File: src/rtl/tff_pkg.sv
// Shared constants for the toggle-cell counter bank.
// Mode encodings and the default bank width.
package tff_pkg;

  localparam logic [1:0] MODE_HOLD   = 2'b00;
  localparam logic [1:0] MODE_TOGGLE = 2'b01;
  localparam logic [1:0] MODE_UP     = 2'b10;
  localparam logic [1:0] MODE_DOWN   = 2'b11;

  localparam int TFF_WIDTH = 8;

endpackage

File: src/rtl/tff_counter_bank_if.sv
// Control/status bundle of the counter bank.
// master drives mode, load and data; slave returns state and flags.
interface tff_counter_bank_if #(
  parameter int WIDTH = tff_pkg::TFF_WIDTH
);

  logic             en;
  logic [1:0]       mode;
  logic [WIDTH-1:0] t;
  logic             load;
  logic [WIDTH-1:0] d;
  logic [WIDTH-1:0] q;
  logic [WIDTH-1:0] qb;
  logic             tc;
  logic             wrap;

  modport master (
    output en,
    output mode,
    output t,
    output load,
    output d,
    input  q,
    input  qb,
    input  tc,
    input  wrap
  );

  modport slave (
    input  en,
    input  mode,
    input  t,
    input  load,
    input  d,
    output q,
    output qb,
    output tc,
    output wrap
  );

endinterface

File: src/rtl/tff_cell.sv
// Single toggle flip-flop with parallel load.
// Load beats toggle; reset value is per-cell.
module tff_cell #(
  parameter logic RST_VAL = 1'b0
) (
  input  logic clk,
  input  logic rst,
  input  logic t_en,
  input  logic ld,
  input  logic d,
  output logic q,
  output logic qb
);

  logic q_r;

  always_ff @(posedge clk or posedge rst) begin
    if (rst) begin
      q_r <= RST_VAL;
    end else if (ld) begin
      q_r <= d;
    end else if (t_en) begin
      q_r <= ~q_r;
    end
  end

  assign q  = q_r;
  assign qb = ~q_r;

endmodule

File: src/rtl/tff_counter_bank.sv
// WIDTH-bit bank of toggle cells: hold, toggle-mask, up/down count.
// Carry chain, saturation gating, terminal count and wrap pulse.
module tff_counter_bank
  import tff_pkg::*;
#(
  parameter int               WIDTH    = TFF_WIDTH,
  parameter int               SATURATE = 0,
  parameter logic [WIDTH-1:0] RST_VAL  = '0
) (
  input  logic               clk,
  input  logic               rst,
  tff_counter_bank_if.slave  bus
);

  localparam bit SAT = (SATURATE != 0);

  logic [WIDTH-1:0] q;
  logic [WIDTH-1:0] qb;
  logic [WIDTH-1:0] up_t;
  logic [WIDTH-1:0] dn_t;
  logic [WIDTH-1:0] tvec;
  logic             at_max;
  logic             at_min;
  logic             wrap_nxt;
  logic             wrap_q;

  assign at_max = &q;
  assign at_min = ~|q;

  assign up_t[0] = 1'b1;
  assign dn_t[0] = 1'b1;

  // Each cell flips when every lower cell is at the carry/borrow value.
  for (genvar gi = 1; gi < WIDTH; gi++) begin : g_chain
    assign up_t[gi] = &q[gi-1:0];
    assign dn_t[gi] = &(~q[gi-1:0]);
  end

  always_comb begin
    tvec     = '0;
    wrap_nxt = 1'b0;
    if (bus.en) begin
      unique case (bus.mode)
        MODE_HOLD: begin
          tvec = '0;
        end
        MODE_TOGGLE: begin
          tvec = bus.t;
        end
        MODE_UP: begin
          if (!(SAT && at_max)) begin
            tvec     = up_t;
            wrap_nxt = at_max;
          end
        end
        MODE_DOWN: begin
          if (!(SAT && at_min)) begin
            tvec     = dn_t;
            wrap_nxt = at_min;
          end
        end
        default: begin
          tvec = '0;
        end
      endcase
    end
  end

  for (genvar gi = 0; gi < WIDTH; gi++) begin : g_cell
    tff_cell #(
      .RST_VAL (RST_VAL[gi])
    ) u_cell (
      .clk  (clk),
      .rst  (rst),
      .t_en (tvec[gi]),
      .ld   (bus.load),
      .d    (bus.d[gi]),
      .q    (q[gi]),
      .qb   (qb[gi])
    );
  end

  // A load cycle never reports a wrap, whatever mode/en say.
  always_ff @(posedge clk or posedge rst) begin
    if (rst) begin
      wrap_q <= 1'b0;
    end else if (bus.load) begin
      wrap_q <= 1'b0;
    end else begin
      wrap_q <= wrap_nxt;
    end
  end

  assign bus.q    = q;
  assign bus.qb   = qb;
  assign bus.wrap = wrap_q;
  assign bus.tc   = ((bus.mode == MODE_UP) && at_max) ||
                    ((bus.mode == MODE_DOWN) && at_min);

endmodule

File: src/flat_wrapper.sv
// flat-port wrapper written by rule: the top's interface ports become plain ports
module tff_counter_bank_flat import tff_pkg::*;
#(
  parameter int               WIDTH    = TFF_WIDTH,
  parameter int               SATURATE = 0,
  parameter logic [WIDTH-1:0] RST_VAL  = '0
)
  (clk, rst, bus_en, bus_mode, bus_t, bus_load, bus_d, bus_q, bus_qb, bus_tc, bus_wrap);
  tff_counter_bank_if #(.WIDTH(WIDTH)) bus_i ();
  input  logic clk;
  input  logic rst;
  input wire logic [$bits(bus_i.en)-1:0] bus_en;
  input wire logic [$bits(bus_i.mode)-1:0] bus_mode;
  input wire logic [$bits(bus_i.t)-1:0] bus_t;
  input wire logic [$bits(bus_i.load)-1:0] bus_load;
  input wire logic [$bits(bus_i.d)-1:0] bus_d;
  output wire logic [$bits(bus_i.q)-1:0] bus_q;
  output wire logic [$bits(bus_i.qb)-1:0] bus_qb;
  output wire logic [$bits(bus_i.tc)-1:0] bus_tc;
  output wire logic [$bits(bus_i.wrap)-1:0] bus_wrap;
  assign bus_i.en = bus_en;
  assign bus_i.mode = bus_mode;
  assign bus_i.t = bus_t;
  assign bus_i.load = bus_load;
  assign bus_i.d = bus_d;
  assign bus_q = bus_i.q;
  assign bus_qb = bus_i.qb;
  assign bus_tc = bus_i.tc;
  assign bus_wrap = bus_i.wrap;
  tff_counter_bank #(.WIDTH(WIDTH), .SATURATE(SATURATE), .RST_VAL(RST_VAL)) u_core (.clk(clk), .rst(rst), .bus(bus_i));
endmodule
File: config.mk
export PLATFORM = sky130hd
export DESIGN_NAME = tff_counter_bank_flat
export DESIGN_NICKNAME = d
export VERILOG_FILES = /design/src/rtl/tff_pkg.sv /design/src/rtl/tff_counter_bank_if.sv /design/src/rtl/tff_cell.sv /design/src/rtl/tff_counter_bank.sv /design/src/flat_wrapper.sv
export SDC_FILE = /design/constraint.sdc
export NUM_CORES = 1
export LEC_CHECK = 0
export BUFFER_PORTS_ARGS = -buffer_cell sky130_fd_sc_hd__buf_2
export CAP_MARGIN = 20
export CORE_MARGIN = 1
export CORE_UTILIZATION = 36
export DETAILED_ROUTE_END_ITERATION = 7
export GPL_ROUTABILITY_DRIVEN = 0
export PLACE_DENSITY_LB_ADDON = 0.15
export SYNTH_ARGS = -nofsm -noshare
export SYNTH_HDL_FRONTEND = slang
export SYNTH_SLANG_ARGS = --single-unit
File: constraint.sdc
create_clock -name clk -period 4 [get_ports clk]
set_input_delay 1.2 -clock clk [delete_from_list [all_inputs] [get_ports clk]]
set_output_delay 1.2 -clock clk [all_outputs]
set_load 0.005 [all_outputs]
Yosys cells after proc, flatten, opt, wreduce, memory -nomap -nowiden

Cells that the tools add are included.

Mux-type cells: 21
Reductions and logical operators: 27
Bitwise logic cells: 14
Eq/ne operators: 3

Operators by type and width:

| kind                                                 | number |
|---|---|
| case mux 8 bit (4 select lines)                      | 1 |
| 2-to-1 mux 1 bit                                     | 18 |
| nonzero test 2 bit                                   | 8 |
| AND reduction 7 bit                                  | 2 |
| AND reduction 6 bit                                  | 2 |
| AND reduction 5 bit                                  | 2 |
| 2-to-1 mux 8 bit                                     | 1 |
| NOT 1 bit                                            | 8 |
| AND reduction 4 bit                                  | 2 |
| AND reduction 8 bit                                  | 1 |
| OR reduction 8 bit                                   | 1 |
| NOT 7 bit                                            | 1 |
| NOT 6 bit                                            | 1 |
| AND reduction 3 bit                                  | 2 |
| NOT 5 bit                                            | 1 |
| equality test 2 bit (second input constant)          | 2 |
| NOT 4 bit                                            | 1 |
| AND reduction 2 bit                                  | 2 |
| NOT 3 bit                                            | 1 |
| equality test 2 x 1 -> 1 bit (second input constant) | 1 |
| logical AND 1 bit                                    | 2 |
| logical NOT 2 bit                                    | 1 |
| NOT 2 bit                                            | 1 |
| case mux 1 bit (2 select lines)                      | 1 |
| other kinds (2)                                      | 2 |

Output and inout port bits: 18
Input bits: 22
Word-level logic and storage cells: 74
Register bits after elaboration: 9

Depth between registers and ports, before layout

Gate-level depths: netlist of the first run.

Depth in word-level cells: 6
Depth in mapped cells: 5
Gate-level depth less buffers: 4

Hierarchy

A second synthesis of the first run with hierarchy kept.

Cell total of the unflattened synthesis: 92
Area, all modules: 726.9 µm²

By module, submodules not included:

| module           | area an instance (µm²) | times used | cells each | sequential area each (µm²) |
|---|---|---|---|---|
| tff_cell         | 50.0                   | 8          | 6          | 25.0 |
| tff_counter_bank | 326.6                  | 1          | 44         | 25.0 |

Worst setup path after synthesis of the first run

No wires, ideal clock.

Kind: in2out
Start: input bus_mode[0]
End: output bus_tc
Setup slack: 626 ps
Data required time: 2,800 ps
Path buffers: 0
Arrival time: 2,174 ps
Stages on the path: 4
Path through: or4b_4 > nor4_4 > a31oi_1 > nor2b_1

Longest elaborated chain between the ends: 3
Elaborated cells between the ends (all ways): 5
Classes of those cells: 2 x eq/ne; 3 x reduce/logical

Ends and longest elaborated chain:

| what                                          | RTL line                                       | text |
|---|---|---|
| start, declared                               | flat_wrapper.sv:13                             | `input wire logic [$bits(bus_i.mode)-1:0] bus_mode;` |
| equality test 2 bit, on equally long branches | tff_counter_bank.sv:97, tff_counter_bank.sv:98 |  |
| logical AND 1 bit, on equally long branches   | tff_counter_bank.sv:97, tff_counter_bank.sv:98 |  |
| logical OR 1 bit *                            | tff_counter_bank.sv:97                         | `assign bus.tc = ((bus.mode == MODE_UP) && at_max) \|\|` |
| end, declared                                 | flat_wrapper.sv:19                             | `output wire logic [$bits(bus_i.tc)-1:0] bus_tc;` |

Every way passes the cells marked *; elsewhere a longest branch is shown, timed or not.

Final worst setup path of the first run

Ends and elaborated chain as after synthesis.

==> metrics.txt, run 1 <==
status=completed; VDD IR max=0.140 mV; CTS tree=done; Worst slew margin=0.715; Setup Skew=~0.0053 ns; router iterations before antenna repair=4; clock power share=0.246; H-tree levels=1; P_sw=0.121 mW; CTS Buf Count=3; Most Crowded Layer GR=met2; Max Freq=around 270 MHz; total wire length=~2500 um; Syn Inst Count=120; final instance area=0.00109 mm^2; Post-DP Area=~0.0011 mm^2; hold crit path type=reg -> reg; Final Core Density=0.438; placed cell count=170; CP arrival=2.48 ns; hold buffer count at CTS=0; number of fill cells=271; post-synth top area cell=dfrtp_1; Area Overhead vs Synth=14.1%; final hold vios=0; Ys Warns=0; Synth area leaders=dfrtp_1, buf_4, nor3_1, nand2_1, mux2i_1; average size of a mapped cell=approximately 8 um^2; Die Wd=about 54 um; RSZ-0062 raised after global routing=no; first-pass GRT wire length=3860 um; Clock Pin Slew Worst Setup and Hold Paths=roughly 0.070 ns; All-Layer GR Usage=0.190; layout cells sized above 1=0.354; FFs w/ async S/R, synth=1.00; Root Buffer=clkbuf_4; EDFF count, synth=0; Critical Path RT=around 2.8 ns; antenna diode count=0; WS Path Type=in -> out; Synth cell types=between 40 and 50; power per cell area=289 mW/mm^2; Boundary Pins=40; cts repair resizes=0; Final setup viols=0; Post-DP HPWL=between 1500 and 2000 um; fin worst setup slack=around 0.32 ns; initial DRC count=27; global-route met1 utilization=0.249; Top FF cell, synth=dfrtp_1; sequential fraction of design power=0.389; fin crit share=0.919; Initial Util=0.384; Final Non-Filler Cells=174; Core ar.=0.00250 mm^2; synthesized area=~960 um^2; top-area cell type share of the netlist area=0.235; worst-skew pair later-pin latency=about 0.27 ns; P_leak=0.554 nW; FF+latch count, synth=9; Tmin final=3.68 ns; via count=approximately 960; DR WL/cell=approximately 14 um; Max-cap violations=0; CP endpoint kind=output pin; antenna violations before repair=0; gr ovfl total=0; post-CTS setup buffers=0; Comb pwr share=0.365; IO Port Bufs=39; GR Util met2=0.296; largest net degree at the start of global routing=25; met3 Usage GRT=0.0395; Detail Route Antenna Nets=0; Setup TNS Final=0 ns; Longest Clk Path Bufs=2; Placement Setup Slack=0.381 ns; Worst Max-Slew Pin Slew=around 0.43 ns; Post-Syn Nets=~140; Sw Ratio=0.380; Slew Viols, Final=0; full die area=around 0.0029 mm^2; Critical Path Source Type=input port; fin nets=around 170; clk sinks=9; vias in the first global route=~850; worst-path maximum fanout=13; Vias/cell=5.51; # rows=18; internal power=between 0.15 and 0.2 mW; sequential-to-total area share from yosys stat=0.235; Die Y-Extent=53.6 um; # DRC=0
==> worst max-delay path, cell delays in order <==
cell      delay [ns]
buf_2           0.11
buf_4           0.17
nand4b_1        0.32
nor4_1          0.34
a31oi_1         0.09
nor2b_1         0.12
buf_2           0.12
==> cell usage after synthesis, types with 3 or more instances <==
| master | number |
|---|---|
| and3b_1 | 4 |
| clkbuf_1 | 5 |
| and3_1 | 4 |
| nor2b_1 | 3 |
| buf_4 | 16 |
| a221oi_1 | 4 |
| inv_1 | 10 |
| mux2i_1 | 4 |
| nor3_1 | 11 |
| nand2_1 | 11 |
| dfrtp_1 | 9 |
| a21oi_1 | 5 |
==> metrics by stage <==
step | hold WS, ns | total power [mW]
floorplan | 0.583 | 0.221
global placement | 0.657 | 0.237
detailed placement | 0.670 | 0.241
CTS | 0.685 | 0.321
global route | 0.732 | 0.345
finish | 0.685 | 0.317
==> power groups by stage <==
| stage | sequential, mW | clock (mW) | combinational (mW) |
|---|---|---|---|
| CTS | 0.123 | 0.0817 | 0.116 |
| global placement | 0.124 | 0 | 0.113 |
| global route | 0.126 | 0.0876 | 0.131 |
| finish | 0.123 | 0.0779 | 0.116 |
| floorplan | 0.120 | 0 | 0.101 |
| detailed placement | 0.125 | 0 | 0.116 |
==> sequential cells by signal, indices dropped and copies added (netlist names) <==
signal and flops:
u_core.bus.wrap 1, u_core.g_cell.u_cell.q 8
==> per-layer routing <==
layer | vias to the layer above | part of all wire
li1 | 474 | -
met1 | 454 | 0.47
met2 | 27 | 0.47
met3 | 4 | 0.050
met4 | 0 | 0.012
met5 | - | 0
==> layout make-up <==
class,count,area (um^2),area share
Clock buffer,4,26.3,0.0240
Inverter,10,37.5,0.0343
Multi-Input combinational cell,80,558,0.510
Sequential cell,9,225,0.206
Tap cell,30,37.5,0.0343
Timing Repair Buffer,41,210,0.192
==> placed cells by master (no fill, tap or decap), drive strengths merged, types with 2 or more instances in the layout <==
cell,Yosys,routed
a21oi,5,5
and3b,5,5
buf,16,41
nor2,2,2
o21ai,2,2
a21o,3,3
clkbuf,5,4
and3,4,4
inv,10,10
nor4,3,3
nor3,11,11
dfrtp,9,9
nand4,2,2
a221oi,4,4
nand2,11,11
nor2b,3,3
mux2i,4,4
==> final timing paths <==
check	end	startpoint	slack, ns	depth (start not counted)
max	bus_tc	bus_mode[0]	0.32	7
min	u_core.g_cell[7].u_cell.q	u_core.g_cell[7].u_cell.q	0.68	1
max reg2reg	u_core.g_cell[7].u_cell.q	u_core.g_cell[0].u_cell.q	2.18	5
min reg2reg	u_core.g_cell[7].u_cell.q	u_core.g_cell[7].u_cell.q	0.68	1
max in group asynchronous	u_core.g_cell[7].u_cell.q	rst	2.79	2
min in group asynchronous	u_core.g_cell[4].u_cell.q	rst	0.91	2
==> cells by family (layout without fill, tap and decap cells) <==
logic type | after synthesis | count (layout) | synth area share
and+or+nand+nor | 46 | 46 | 0.292
buffers and inverters | 31 | 55 | 0.184
muxes | 5 | 5 | 0.0535
xor gates and xnor gates | 2 | 2 | 0.0183
DFF | 9 | 9 | 0.235
AOI/OAI and AO/OA | 27 | 27 | 0.218
Note: power is estimated with default switching activity, not from simulation.
==> run 2: changes to the inputs <==
--- a/config.mk
+++ b/config.mk
@@ -5,11 +5,11 @@
 export SDC_FILE = /design/constraint.sdc
 export NUM_CORES = 1
 export LEC_CHECK = 0
-export BUFFER_PORTS_ARGS = -buffer_cell sky130_fd_sc_hd__buf_2
 export CAP_MARGIN = 20
 export CORE_MARGIN = 1
 export CORE_UTILIZATION = 36
 export DETAILED_ROUTE_END_ITERATION = 7
+export DONT_BUFFER_PORTS = 1
 export GPL_ROUTABILITY_DRIVEN = 0
 export PLACE_DENSITY_LB_ADDON = 0.15
 export SYNTH_ARGS = -nofsm -noshare
==> run 2 against run 1 <==
  * Clock power shrank 6.3%
  * Setup slack gained 0.22 ns
  * Flip-flop and latch count unchanged
  * Core utilization is 8.4 points lower
  * Critical path depth down 3
  * Register-to-register slack is essentially flat
  * Wire length fell by 9.3%
  * First-iteration DRC count is 59% lower
  * Clock skew down 0.0044 ns
==> metrics.txt, run 2 (same netlist as run 1, synthesis figures left out) <==
status=completed; Worst Max-Slew Pin Slew=roughly 0.38 ns; gr ovfl total=0; sequential fraction of design power=0.466; H-tree levels=1; total wire length=around 2300 um; VDD IR max=around 0.11 mV; Die Wd=53.6 um; Setup Skew=about 0.00094 ns; Post-DP HPWL=~1700 um; Core ar.=approximately 0.0025 mm^2; CTS Buf Count=3; CP arrival=between 2 and 2.5 ns; hold buffer count at CTS=0; Final setup viols=0; layout cells sized above 1=0.0971; commonest cells after routing, fill and taps aside=nand2_1, nor3_1, inv_1; post-CTS setup buffers=0; CP endpoint kind=output pin; Max-cap violations=0; fin nets=126; worst-skew pair later-pin latency=around 0.26 ns; Comb pwr share=0.265; P_sw=roughly 0.098 mW; Die Y-Extent=between 50 and 60 um; cts repair resizes=0; final instance area=just under 900 um^2; fin worst setup slack=roughly 0.54 ns; reg2reg start=u_core.g_cell[0].u_cell.q; largest net degree at the start of global routing=25; Area Overhead vs Synth=-7.82%; Critical Path Source Type=input port; CTS tree=done; Setup TNS Final=0 ns; Largest register FFs=8; antenna diode count=0; Worst Setup EP=bus_tc; terminus of the critical flop-to-flop path=u_core.g_cell[5].u_cell.q; worst-path maximum fanout=14; Final Non-Filler Cells=about 130; Sw Ratio=0.360; All-Layer GR Usage=0.175; antenna violations before repair=0; internal power=between 0.15 and 0.2 mW; Critical Path Max Stage Delay=0.48 ns; Root Buffer=clkbuf_4; Post-DP Area=roughly 860 um^2; P_leak=slightly below 0.4 nW; hold crit path type=reg -> reg; Tmin final=between 3 and 4 ns; Slew Viols, Final=0; router iterations before antenna repair=6; clock power share=0.269; number of fill cells=approximately 270; full die area=around 0.0029 mm^2; Initial Util=0.384; first-pass GRT wire length=between 3000 and 4000 um; Critical Path RT=~2.8 ns; clk sinks=9; critical-path cell list=or4b_4, nor4_4, a31oi_1, nor2b_1; slack of the worst reg-to-reg path=2.18 ns; Vias/cell=6.06; Clock Pin Slew Worst Setup and Hold Paths=around 0.070 ns; power per cell area=307 mW/mm^2; vias in the first global route=762; WS Path Type=in -> out; fin crit share=0.864; Worst Reg-to-Reg Cells=4; DR WL/cell=roughly 17 um; # DRC=0; via count=806; IO Port Bufs=0; # rows=18; placed cell count=between 100 and 150; Worst slew margin=0.748; Longest Clk Path Bufs=2; slowest CP cell=or4b_4; RSZ-0062 raised after global routing=no; Max Freq=between 200 and 300 MHz; initial DRC count=11; Boundary Pins=40; Placement Setup Slack=roughly 0.53 ns; final hold vios=0; critical path startpoint=bus_mode[0]; Detail Route Antenna Nets=0
[run 2: routing by layer]
metal,GRT usage,vias up,routed length (um)
met4,0.0789,0,15
met5,0,-,0
met2,0.260,25,1010
met3,0.0537,2,187
li1,-,396,-
met1,0.230,383,1060
[run 2: worst min path at each step]
stage	end	slack (ns)	cells past startpoint	from
6_report	u_core.g_cell[7].u_cell.q	0.68	1	u_core.g_cell[7].u_cell.q
5_1_grt	u_core.g_cell[7].u_cell.q	0.74	1	u_core.g_cell[7].u_cell.q
4_1_cts	u_core.g_cell[7].u_cell.q	0.70	1	u_core.g_cell[7].u_cell.q
3_5_place_dp	u_core.g_cell[7].u_cell.q	0.69	1	u_core.g_cell[7].u_cell.q
3_3_place_gp	u_core.g_cell[7].u_cell.q	0.68	1	u_core.g_cell[7].u_cell.q
2_1_floorplan	u_core.g_cell[7].u_cell.q	0.58	1	u_core.g_cell[7].u_cell.q
[run 2: through the flow]
| stage | power, mW | hold WS [ns] | util |
|---|---|---|---|
| 2_1_floorplan | 0.221 | 0.583 | - |
| 3_3_place_gp | 0.199 | 0.683 | 0.343 |
| 3_5_place_dp | 0.201 | 0.686 | 0.343 |
| 4_1_cts | 0.277 | 0.703 | 0.354 |
| 5_1_grt | 0.298 | 0.741 | 0.354 |
| 6_report | 0.272 | 0.683 | 0.354 |
[run 2: layout make-up]
cell class / instances / area [um^2] / share of cell area
well taps: 30 / 37.5 / 0.0424
multi-input cells: 80 / 558 / 0.631
inverters: 10 / 37.5 / 0.0424
clock buffers: 4 / 26.3 / 0.0297
flip-flops and latches: 9 / 225 / 0.255
[run 2: power by group through the flow]
stage,clock network (mW),logic [mW],registers (mW)
finish,0.0730,0.0720,0.127
global route,0.0851,0.0836,0.129
CTS,0.0778,0.0730,0.127
detailed placement,0,0.0724,0.128
global placement,0,0.0716,0.128
floorplan,0,0.101,0.120
[run 2: worst max-delay path: cells and delay by family]
family	cells	cell delay, ns
and+or+nand+nor	3	0.91
AOI/OAI and AO/OA	1	0.15
